==> src/rtl/pc_unit.sv <==
// Program-counter stage: next-PC select, branch evaluation,
// PC/EPC registers and one-cycle status pulses.
module pc_unit #(
   parameter logic [31:0] RESET_PC  = 32'h0000_0000,
   parameter logic [31:0] EPC_RESET = 32'h0000_0000
) (
   input  logic        clk,
   input  logic        reset,
   input  logic        pc_write,
   input  logic        pc_write_cond,
   input  logic [1:0]  branch_op,
   input  logic        zero,
   input  logic        gt,
   input  logic        lt,
   input  logic [2:0]  pc_source,
   input  logic [31:0] alu_result,
   input  logic [31:0] alu_out,
   input  logic [31:0] jump_address,
   input  logic [31:0] reg_a,
   input  logic [7:0]  exc_vector,
   input  logic        epc_write,
   output logic [31:0] pc,
   output logic [31:0] epc,
   output logic        pc_updated,
   output logic        branch_taken,
   output logic        misaligned,
   output logic        bad_source
);

   logic        cond;
   logic        write;
   logic        src_ok;
   logic [31:0] target;

   always_comb begin
      cond = 1'b0;
      unique case (branch_op)
         2'b00: cond = zero;
         2'b01: cond = !zero;
         2'b10: cond = zero | lt;
         2'b11: cond = gt;
      endcase
   end

   always_comb begin
      target = pc;
      src_ok = 1'b1;
      case (pc_source)
         3'b000:  target = alu_result;
         3'b001:  target = alu_out;
         3'b010:  target = jump_address;
         3'b011:  target = epc;
         3'b100:  target = {24'h0, exc_vector};
         3'b101:  target = reg_a;
         default: src_ok = 1'b0;
      endcase
   end

   assign write = pc_write | (pc_write_cond & cond);

   // EPC read in the mux is the pre-edge value, so an EPC return
   // and an EPC capture on the same edge swap cleanly.
   always_ff @(posedge clk or posedge reset) begin
      if (reset) begin
         pc           <= RESET_PC;
         epc          <= EPC_RESET;
         pc_updated   <= 1'b0;
         branch_taken <= 1'b0;
         misaligned   <= 1'b0;
         bad_source   <= 1'b0;
      end else begin
         pc_updated   <= 1'b0;
         branch_taken <= 1'b0;
         misaligned   <= 1'b0;
         bad_source   <= 1'b0;
         if (write) begin
            if (src_ok) begin
               pc           <= target;
               pc_updated   <= 1'b1;
               branch_taken <= !pc_write;
               misaligned   <= |target[1:0];
            end else begin
               bad_source   <= 1'b1;
            end
         end
         if (epc_write)
            epc <= alu_result;
      end
   end

endmodule
==> config.mk <==
export PLATFORM = sky130hd
export DESIGN_NAME = pc_unit
export DESIGN_NICKNAME = d
export VERILOG_FILES = /design/src/rtl/pc_unit.sv
export SDC_FILE = /design/constraint.sdc
export NUM_CORES = 1
export LEC_CHECK = 0
export BUFFER_PORTS_ARGS = -buffer_cell sky130_fd_sc_hd__buf_2
export CORE_MARGIN = 2
export CORE_UTILIZATION = 49
export CTS_BUF_LIST = sky130_fd_sc_hd__clkbuf_4 sky130_fd_sc_hd__clkbuf_8 sky130_fd_sc_hd__clkbuf_16
export CTS_CLUSTER_SIZE = 8
export DETAILED_ROUTE_END_ITERATION = 7
export PLACE_DENSITY = 0.9
export REMOVE_ABC_BUFFERS = 1
export SLEW_MARGIN = 20
export SYNTH_ARGS = -nofsm -noshare
export SYNTH_HDL_FRONTEND = slang
export SYNTH_SLANG_ARGS = --single-unit
==> constraint.sdc <==
create_clock -name clk -period 3 [get_ports clk]
set_clock_uncertainty 0.1 [all_clocks]
set_input_delay 0.15 -clock clk [delete_from_list [all_inputs] [get_ports clk]]
set_output_delay 0.15 -clock clk [all_outputs]
set_load 0.02 [all_outputs]
==> results by stage <==
Clock tree:
- For this design, the sink count on the clock tree is 68.
- Post-CTS timing repair inserted 0 buffers for setup.
- No sink is reached through more buffers than the 2 on the longest clock path.
- The TritonCTS clock tree is done.
- After clock tree synthesis, the flow added hold-fix buffers numbering 34.
- In this run the clock root is driven by a sky130_fd_sc_hd__clkbuf_8.
- Clock-pin slew was measured on the worst setup and hold paths at 0.07 ns.
- The number of CTS-inserted buffers is 9.
- The count of H-tree levels built during CTS is 3.
- The number of gates resized after CTS is 0.
- The clock latency at the later pin of the worst-skew pair is 0.33 ns.

Synthesis:
- The mean cell area of the mapped netlist is 12.8 um2.
- In this run, synthesis produced a sequential element count of about 70.
- After synthesis the cells add up to 0.00402 mm2.
- The number of unique standard cell types used by synthesis is 29.
- In the synthesized netlist, the number of instances is 315.
- For this run, the register share of the synthesized area comes to 0.424.
- The number of warnings issued by yosys is 0.

Flow run:
- The number of violations of the max-capacitance limit is 0.

Final layout:
- The area growth from synthesis to layout is 41.1%.
- The layout has around 600 filler cells.
- Of the cells placed in the final design, the portion with a size suffix greater than 1 is 0.600.
- Summing all flip-flop and latch instances after layout gives 0.00170 mm2.
- Summing all multi-input logic gate instances after layout gives 0.00202 mm2.
- The number of antenna cells inserted is 0.
- The layout net count is 708.

Timing:
- Setup repair after global routing left no endpoint under its margin.
- Adding up every negative setup slack in the final design gives 0 ns.
- The number of hold violations in the final report was 0.
- The worst pin sits at a relative slew slack of 0.354.
- Setup violations remaining at the end of the flow were counted as 0.
- The post-route clock period utilization is 0.645.
- Based on the critical path, the design can be clocked at up to 517 MHz.
- The slew at the pin closest to its max-slew limit is 0.969 ns.
- The number of max-slew violations in the final report was 0.
- The routed design could run at a clock period as short as 1.93 ns.
- In the post-route analysis, the smallest setup slack over all paths is 1.07 ns.

Detailed routing:
- The via-per-instance ratio is 5.39.
- After detailed routing, the number of remaining DRC violations is 0.
- In the final routed layout, each cell accounts on average for around 18 um.
- Detailed routing inserted a total of 3,599 vias.
- The count of TritonRoute iterations in the first routing pass is 4.
- The detailed router finished its first iteration with approximately 110 violations.
- The post-route antenna net violation count is 0.
- The total routed wirelength is 12,200 um.

Global route:
- The wire length of the first global-routing pass is 18,700 um.
- For this run, the total global-route usage over all layers was measured as 0.275.
- The via count of the first global-routing pass came to 3,859.
- The number of antenna violations at the first check in global routing is 0.
- The total grt overflow is 0.
- Entering global routing, the biggest net connects 49 pins.

Placed design:
- At the end of routability-driven placement, the weighted congestion stood at between 0.8 and 0.9.
- Detailed placement ended at an HPWL of approximately 8500 um.
- Timing analysis after detailed placement gives a worst setup slack of 0.810 ns.
- The count of buffers added on input and output ports is 216.

Worst setup path:
- In this run the worst setup path begins at pc_write.
- The sort of element at the end of the critical path is a register.
- The source of the worst register-to-register timing path is epc[20].
- The required time of the worst setup path is 3.11 ns.
- In this run the worst path has a maximum fanout of 23.
- The arrival time reported for the critical path endpoint is 2.05 ns.
- The critical path launch point type is a primary input.
- The critical path is of the in2reg type.

Pwr:
- The static power due to leakage is 2.88 nW.
- The worst-case IR drop observed on VDD is 287 uV.
- The areal power density over the cells is 493 mW/mm2.

Outcome:
- The flow ran to the end, and the final reports show no timing, DRC or antenna violations.

Die:
- The initial cell density of the core is 0.496.
- The die covers 0.00894 mm2.
- The floorplan step set the die height to 94.5 um.
- The die outline width is 94.5 um.
- The count of pins on the block boundary is 217.
- The number of cell rows is 33.
- The core region area is 0.00809 mm2.

Min path:
- The startpoint identified for the worst hold timing path is reg_a[25].
- The path class of the tightest hold or removal check is in2reg.
## worst max-delay path, stage by stage
cell	delay, ns
sky130_fd_sc_hd__dlygate4sd3_1	0.54
sky130_fd_sc_hd__buf_2	0.15
sky130_fd_sc_hd__o21ai_4	0.55
sky130_fd_sc_hd__buf_12	0.29
sky130_fd_sc_hd__mux2_2	0.37
## registers in the layout (all words and copies together), names as in the netlist
| name | flops |
|---|---|
| epc | 32 |
| pc | 32 |
| bad_source | 1 |
| branch_taken | 1 |
| misaligned | 1 |
| pc_updated | 1 |
## area by class of cell
class / instances / area share
sequential: 68 / 0.300
timing repair buffer: 257 / 0.262
clock buffer: 14 / 0.0318
inverter: 32 / 0.0214
multi-input combinational: 191 / 0.356
tap: 105 / 0.0232
clock inverter: 1 / 0.00530
## through the flow
step	std cells	hold WS (ns)	area, um2	utilization	total power [mW]
2_1_floorplan	291	0.116	3840	-	1.61
3_5_place_dp	619	0.279	5120	0.632	1.97
5_1_grt	668	0.0558	5670	0.700	2.93
3_3_place_gp	619	0.268	5120	0.632	1.93
6_report	668	0.0605	5670	0.700	2.80
4_1_cts	668	0.0432	5670	0.700	2.81
## metal layers
layer / vias to the layer above / wire, um / GRT usage
met5: - / 0 / 0
met4: 0 / 501 / 0.146
met2: 201 / 6400 / 0.495
met3: 44 / 882 / 0.0551
li1: 1626 / - / -
met1: 1728 / 4440 / 0.305
## logic make-up (layout without fill, tap and decap cells)
kind of cell,Yosys count,after routing,synth area share
buffers and inverters,56,304,0.0741
AO/OA/AOI/OAI,44,44,0.0726
flip-flops,68,68,0.424
multiplexers,105,105,0.387
AND/OR/NAND/NOR,42,42,0.0427
## power breakdown
part	internal (mW)	switching (mW)
logic	0.427	0.442
clock network	0.468	0.338
registers	1.04	0.0810
## synthesized netlist by cell type, drive strengths merged
library cell / count / share of area
mux4: 26 / 0.15
o32ai: 1 / 0.0022
nor2b: 2 / 0.0031
nor2: 7 / 0.0065
inv: 32 / 0.030
a211oi: 1 / 0.0019
buf: 19 / 0.040
a221oi: 9 / 0.020
mux2: 70 / 0.22
o21ai: 27 / 0.036
and3b: 1 / 0.0022
nor3: 1 / 0.0012
or2: 1 / 0.0016
a22oi: 2 / 0.0037
clkbuf: 5 / 0.0047
o2bb2ai: 1 / 0.0022
o22ai: 1 / 0.0016
nand2: 30 / 0.028
a311oi: 1 / 0.0037
dfrtp: 68 / 0.42
a21oi: 1 / 0.0012
mux2i: 9 / 0.022
## placed cells by master, fill, tap and decap left out
cell                              n
sky130_fd_sc_hd__mux4_2          26
sky130_fd_sc_hd__o21ai_4          1
sky130_fd_sc_hd__nor2_1           7
sky130_fd_sc_hd__o32ai_1          1
sky130_fd_sc_hd__or2_0            1
sky130_fd_sc_hd__buf_2          216
sky130_fd_sc_hd__inv_2            1
sky130_fd_sc_hd__clkbuf_4         2
sky130_fd_sc_hd__bufinv_16        1
sky130_fd_sc_hd__nor3_1           1
sky130_fd_sc_hd__buf_12           1
sky130_fd_sc_hd__o22ai_1          1
sky130_fd_sc_hd__mux2_4          24
sky130_fd_sc_hd__o2bb2ai_1        1
sky130_fd_sc_hd__dfrtp_1         68
sky130_fd_sc_hd__and3b_1          1
sky130_fd_sc_hd__dlygate4sd3_1   34
sky130_fd_sc_hd__a22oi_1          2
sky130_fd_sc_hd__clkbuf_8        12
sky130_fd_sc_hd__mux2_2          46
sky130_fd_sc_hd__nand2_1         30
sky130_fd_sc_hd__mux2i_1          9
sky130_fd_sc_hd__a21oi_1          1
sky130_fd_sc_hd__inv_1           30
sky130_fd_sc_hd__a211oi_1         1
sky130_fd_sc_hd__nor2b_1          2
sky130_fd_sc_hd__a221oi_1         9
sky130_fd_sc_hd__buf_4            6
sky130_fd_sc_hd__a311oi_2         1
sky130_fd_sc_hd__clkinv_2         1
sky130_fd_sc_hd__o21ai_0         26
## worst paths after layout
path,to,slack [ns],cells after the start
worst max-delay path,pc[31],1.07,5
worst min-delay path,pc[25],0.06,4
worst max register to register,pc[20],1.44,4
worst min register to register,pc[25],0.41,1
max in group asynchronous,epc[21],1.66,4
min in group asynchronous,pc[2],0.41,3
(Power assumes the default switching activity.)
